<file path="src/rtl/ext_mem_bridge.sv">
// ext_mem_bridge: bridges the core's multiplexed external bus (ALE/nME/nOE/RnW,
// shared 16-bit address/data) to a request/acknowledge memory port, stalling
// the core through nWait until the access completes or times out.
//
// state  | meaning
// -------+-----------------------------------------------------------------
// IDLE   | waiting for ALE; address latched when it is seen
// ADDR   | one cycle: decode read/write/no-access, capture write data
// ACCESS | request outstanding, core stalled; wait/timeout counters run
// DONE   | core released, BusOut held; leave on nME=1 or a new ALE
module ext_mem_bridge #(
    parameter int unsigned WAIT_STATES = 1,
    parameter int unsigned TIMEOUT     = 255
) (
    input  logic        Clock,
    input  logic        Reset,
    input  logic [15:0] BusIn,
    input  logic        ALE,
    input  logic        nME,
    input  logic        nOE,
    input  logic        RnW,
    output logic [15:0] BusOut,
    output logic        nWait,
    output logic [15:0] MemAddr,
    output logic [15:0] MemWData,
    output logic        MemReq,
    output logic        MemWe,
    input  logic [15:0] MemRData,
    input  logic        MemAck,
    output logic        Err
);

    typedef enum logic [1:0] {
        S_IDLE,
        S_ADDR,
        S_ACCESS,
        S_DONE
    } state_t;

    localparam logic [3:0] WAIT_INIT = 4'(WAIT_STATES);
    localparam logic [7:0] TO_LAST   = 8'(TIMEOUT - 1);

    state_t      state_q,    state_d;
    logic [3:0]  wait_cnt_q, wait_cnt_d;
    logic [7:0]  to_cnt_q,   to_cnt_d;
    logic        ack_seen_q, ack_seen_d;
    logic        nwait_q,    nwait_d;
    logic        mem_req_q,  mem_req_d;
    logic        mem_we_q,   mem_we_d;
    logic [15:0] addr_q,     addr_d;
    logic [15:0] wdata_q,    wdata_d;
    logic [15:0] bus_out_q,  bus_out_d;
    logic        err_q,      err_d;
    logic        ack_ok;
    logic        done_now;

    // State, counters and output registers; async reset returns every
    // output to its idle value, dropping any outstanding request.
    always_ff @(posedge Clock or posedge Reset) begin
        if (Reset) begin
            state_q    <= S_IDLE;
            wait_cnt_q <= '0;
            to_cnt_q   <= '0;
            ack_seen_q <= 1'b0;
            nwait_q    <= 1'b1;
            mem_req_q  <= 1'b0;
            mem_we_q   <= 1'b0;
            addr_q     <= '0;
            wdata_q    <= '0;
            bus_out_q  <= '0;
            err_q      <= 1'b0;
        end else begin
            state_q    <= state_d;
            wait_cnt_q <= wait_cnt_d;
            to_cnt_q   <= to_cnt_d;
            ack_seen_q <= ack_seen_d;
            nwait_q    <= nwait_d;
            mem_req_q  <= mem_req_d;
            mem_we_q   <= mem_we_d;
            addr_q     <= addr_d;
            wdata_q    <= wdata_d;
            bus_out_q  <= bus_out_d;
            err_q      <= err_d;
        end
    end

    // Next-state and register updates for the access sequence.
    always_comb begin
        state_d    = state_q;
        wait_cnt_d = wait_cnt_q;
        to_cnt_d   = to_cnt_q;
        ack_seen_d = ack_seen_q;
        nwait_d    = nwait_q;
        mem_req_d  = mem_req_q;
        mem_we_d   = mem_we_q;
        addr_d     = addr_q;
        wdata_d    = wdata_q;
        bus_out_d  = bus_out_q;
        err_d      = err_q;
        // Only the first ack of a live request counts; stray or repeated
        // acks are dropped here.
        ack_ok     = MemAck && mem_req_q && !ack_seen_q;
        done_now   = (ack_seen_q || ack_ok) && (wait_cnt_q == 4'd0);

        case (state_q)
            S_IDLE: begin
                if (ALE) begin
                    addr_d  = BusIn;
                    state_d = S_ADDR;
                end
            end
            S_ADDR: begin
                if (ALE) begin
                    err_d = 1'b1;
                end
                if (!nME && (!RnW || !nOE)) begin
                    mem_we_d   = !RnW;
                    if (!RnW) begin
                        wdata_d = BusIn;
                    end
                    mem_req_d  = 1'b1;
                    nwait_d    = 1'b0;
                    wait_cnt_d = WAIT_INIT;
                    to_cnt_d   = '0;
                    ack_seen_d = 1'b0;
                    state_d    = S_ACCESS;
                end else begin
                    state_d = S_IDLE;
                end
            end
            S_ACCESS: begin
                if (ALE) begin
                    err_d = 1'b1;
                end
                if (wait_cnt_q != 4'd0) begin
                    wait_cnt_d = wait_cnt_q - 4'd1;
                end
                to_cnt_d = to_cnt_q + 8'd1;
                if (ack_ok) begin
                    ack_seen_d = 1'b1;
                    mem_req_d  = 1'b0;
                    if (!mem_we_q) begin
                        bus_out_d = MemRData;
                    end
                end
                // An ack in the last allowed cycle wins over the timeout.
                if (done_now) begin
                    state_d  = S_DONE;
                    nwait_d  = 1'b1;
                    mem_we_d = 1'b0;
                end else if (!ack_seen_q && !ack_ok && (to_cnt_q == TO_LAST)) begin
                    mem_req_d = 1'b0;
                    err_d     = 1'b1;
                    nwait_d   = 1'b1;
                    state_d   = S_DONE;
                    if (!mem_we_q) begin
                        bus_out_d = 16'hFFFF;
                    end
                end
            end
            S_DONE: begin
                if (ALE) begin
                    addr_d  = BusIn;
                    state_d = S_ADDR;
                end else if (nME) begin
                    state_d = S_IDLE;
                end
            end
            default: begin
                state_d = S_IDLE;
            end
        endcase
    end

    assign BusOut   = bus_out_q;
    assign nWait    = nwait_q;
    assign MemAddr  = addr_q;
    assign MemWData = wdata_q;
    assign MemReq   = mem_req_q;
    assign MemWe    = mem_we_q;
    assign Err      = err_q;

endmodule

</file>
<file path="config.mk">
export PLATFORM = sky130hd
export DESIGN_NAME = ext_mem_bridge
export DESIGN_NICKNAME = d
export VERILOG_FILES = /design/src/rtl/ext_mem_bridge.sv
export SDC_FILE = /design/constraint.sdc
export NUM_CORES = 1
export LEC_CHECK = 0
export ABC_AREA = 1
export ABC_CLOCK_PERIOD_IN_PS = 2400
export CORE_ASPECT_RATIO = 0.75
export CORE_MARGIN = 5
export CORE_UTILIZATION = 27
export CTS_CLUSTER_SIZE = 12
export DETAILED_ROUTE_END_ITERATION = 8
export GPL_ROUTABILITY_DRIVEN = 0
export SLEW_MARGIN = 20
export SYNTH_ARGS = -nofsm -noshare
export SYNTH_HDL_FRONTEND = slang
export SYNTH_SLANG_ARGS = --single-unit
</file>
<file path="constraint.sdc">
create_clock -name Clock -period 2.4 [get_ports Clock]
set_input_delay 0.48 -clock Clock [delete_from_list [all_inputs] [get_ports Clock]]
set_output_delay 0.48 -clock Clock [all_outputs]
set_load 0.02 [all_outputs]
</file>
==> metrics.txt <==
share of flip-flops with an asynchronous set or reset after synthesis=100%; layout cell share with drive strength beyond 1=6.40%; Inst Count DP=615; Max IR drop VDD=0.000444 V; Avg Cell Area, Syn=8.55 µm²; Reg-to-Reg Start=state_q[0]; logic gate share of total power=41.4%; post-CTS repair timing setup buffer count=0; WL final=8.07 mm; Mapped Area=3170 µm²; #FFs+latches synth=67; worst path required time=1.92 ns; largest area contributor in the netlist=dfrtp_1; CP arrival=1.49 ns; Power Density=1170 nW/µm²; Synth cell types=28; crit path max fanout=2; Starting Density=27.5%; DRC Markers=0; later-pin clock latency in the skew report=approximately 0.33 ns; H-tree Lvls=3; worst-margin pin slew=between 0.5 and 0.6 ns; post-placement setup slack=0.404 ns; Pre-antenna DRT Iters=4; first-pass GRT wire length=between 10 and 15 mm; post-route ant nets=0; ant diodes=0; setup TNS=0 ns; Reg clk slew, reported paths=0.06 ns; status=finished clean; Net Sw Frac=37.0%; Internal=3.37 mW; Hold Vio Cnt, Final=0; die area=14000 µm²; die width=135 µm; top cells by area, synth=dfrtp_1 52%, nand2_1 9.9%, o21ai_0 8.0%; Synth Flop Type=dfrtp_1; GRT Total Usage=11.9%; Row Count=34; relative slew slack=about 63%; delay of the slowest cell on the worst path=0.64 ns; Final nets=512; final-layout fill cell count=1189; post-cts sizing count=0; static leakage=2.13 nW; IO Pins=91; # Max-Cap Violations=0; end point of the critical path=nWait; Area Overhead vs Synth=44.4%; fin cells=631; top-count cell post-synth=nand2_1; Sequential Power Share=33.2%; DR iter-0 viols=approximately 150; Levels on crit path=1; routed len/inst=between 10 and 15 µm; Worst setup EP type=primary output; Vias=2676; critical-path cell list=clkdlybuf4s50_1; HPWL Detailed=roughly 5.7 mm; TritonCTS clock tree=yes; Crit path max-delay family=buffers and inverters; Fin Clk Skew=0.00579 ns; minimum clock period=around 2.0 ns; CP Class=reg2out; post-cts hold buffer count=0; Clock Sinks=67; commonest cells in the netlist=84 x nand2_1, 66 x dfrtp_1, 58 x inv_1; crit path launch type=register; GRT overflow=0; DP Area=4270 µm²; setup ws final=0.433 ns; initial antenna violation count=0; Syn Inst Count=371; Worst Setup SP=nWait; post-synthesis net count=roughly 420; Die H=approximately 100 µm; DR vias/cell=4.24; number of global-route vias before repair=2773; warnings from Yosys=0; Worst Reg-to-Reg Cells=7; Clock Tree Root=clkbuf_16; fmax=0.508 GHz; Num CTS Buffers=9; Slowest-stage cell, CP=clkdlybuf4s50_1; storage element area=1680 µm²; area of the multi-input gates=1210 µm²; setup violators final=0; clk buf depth=2; NetSw=a little under 2 mW; largest net degree at the start of global routing=between 60 and 70; clock share of power=approximately a quarter; Finished Core Util=between 30% and 40%; worst hold path type=reg2reg; Post-synth EDFFs=0; RSZ-0062 raised after global routing=no; Reg2Reg Capture Point=to_cnt_q[2]; Tcrit/Tclk final=82.0%; register-to-register setup slack=0.50 ns; port bufs=90; Buf+Inv Stages, Crit Path=1; core area=11500 µm²; sequential fraction of the synthesis area=52.9%; Max Slew Vio Count=0; fin area=approximately 4600 µm²; Yosys top cell area share=52.1%
## logic make-up (layout without fill, tap and decap cells)
family	Yosys count	count (layout)	synth area share, %
buffers and inverters	72	170	8.91
DFF	67	67	52.9
and+or+nand+nor	140	140	19.8
adders and majority gates	9	9	3.55
AOI/OAI and AO/OA	83	83	14.9
## layout by cell type (no fill, tap or decap), types with 2 or more instances in the layout
master,Yosys,routed
clkdlybuf4s50_1,0,90
nand2_1,84,84
dfrtp_1,66,66
inv_1,58,57
o21ai_0,51,51
nor2_1,16,16
o211ai_1,16,16
and2_1,14,14
nand3_1,11,11
ha_1,9,9
clkbuf_16,0,9
o21ai_1,6,6
a21oi_1,6,6
buf_4,0,5
nand4_1,4,4
nor3_1,3,3
clkinvlp_4,0,3
nand3b_1,2,2
clkbuf_8,0,2
## sequential cells by signal (all words and copies together) (netlist names), 4 cells and up, named ones only
name,count
BusOut,16
MemAddr,16
MemWData,16
to_cnt_q,8
wait_cnt_q,4
## worst min-delay path by stage
| stage | depth (start not counted) | from | end |
|---|---|---|---|
| floorplan | 1 | wait_cnt_q[0] | wait_cnt_q[0] |
| global placement | 2 | nWait | nWait |
| detailed placement | 2 | nWait | nWait |
| CTS | 2 | nWait | nWait |
| global route | 1 | Err | Err |
| finish | 2 | nWait | nWait |
## layer usage
metal | vias to the layer above | global-route usage [%] | part of all wire, %
met5 | - | 0 | 0
met4 | 0 | 2.16 | 0.24
met3 | 2 | 4.01 | 4.1
met2 | 51 | 18.3 | 46
met1 | 1258 | 16.3 | 49
li1 | 1365 | - | -
## power by group through the flow
stage	clock [mW]	combinational, mW	sequential, mW
after floorplan	0	0.841	2.17
after global placement	0	2.21	1.78
after detailed placement	0	2.24	1.79
after CTS	1.41	2.25	1.78
after global routing	1.46	2.44	1.84
final	1.37	2.22	1.78
## area by class of cell
type,instances,area share (%)
Tap cell,162,4.42
Sequential cell,67,36.6
Inverter,58,4.75
Timing Repair Buffer,96,20.9
Clock buffer,11,5.51
Multi-Input combinational cell,232,26.5
Clock inverter,5,1.34
## metrics by stage
stage / power, mW / hold slack [ns]
floorplan: 3.01 / 0.459
global placement: 3.99 / 0.464
detailed placement: 4.03 / 0.466
CTS: 5.44 / 0.475
global route: 5.74 / 0.495
finish: 5.36 / 0.468
Note: power is estimated with default switching activity, not from simulation.
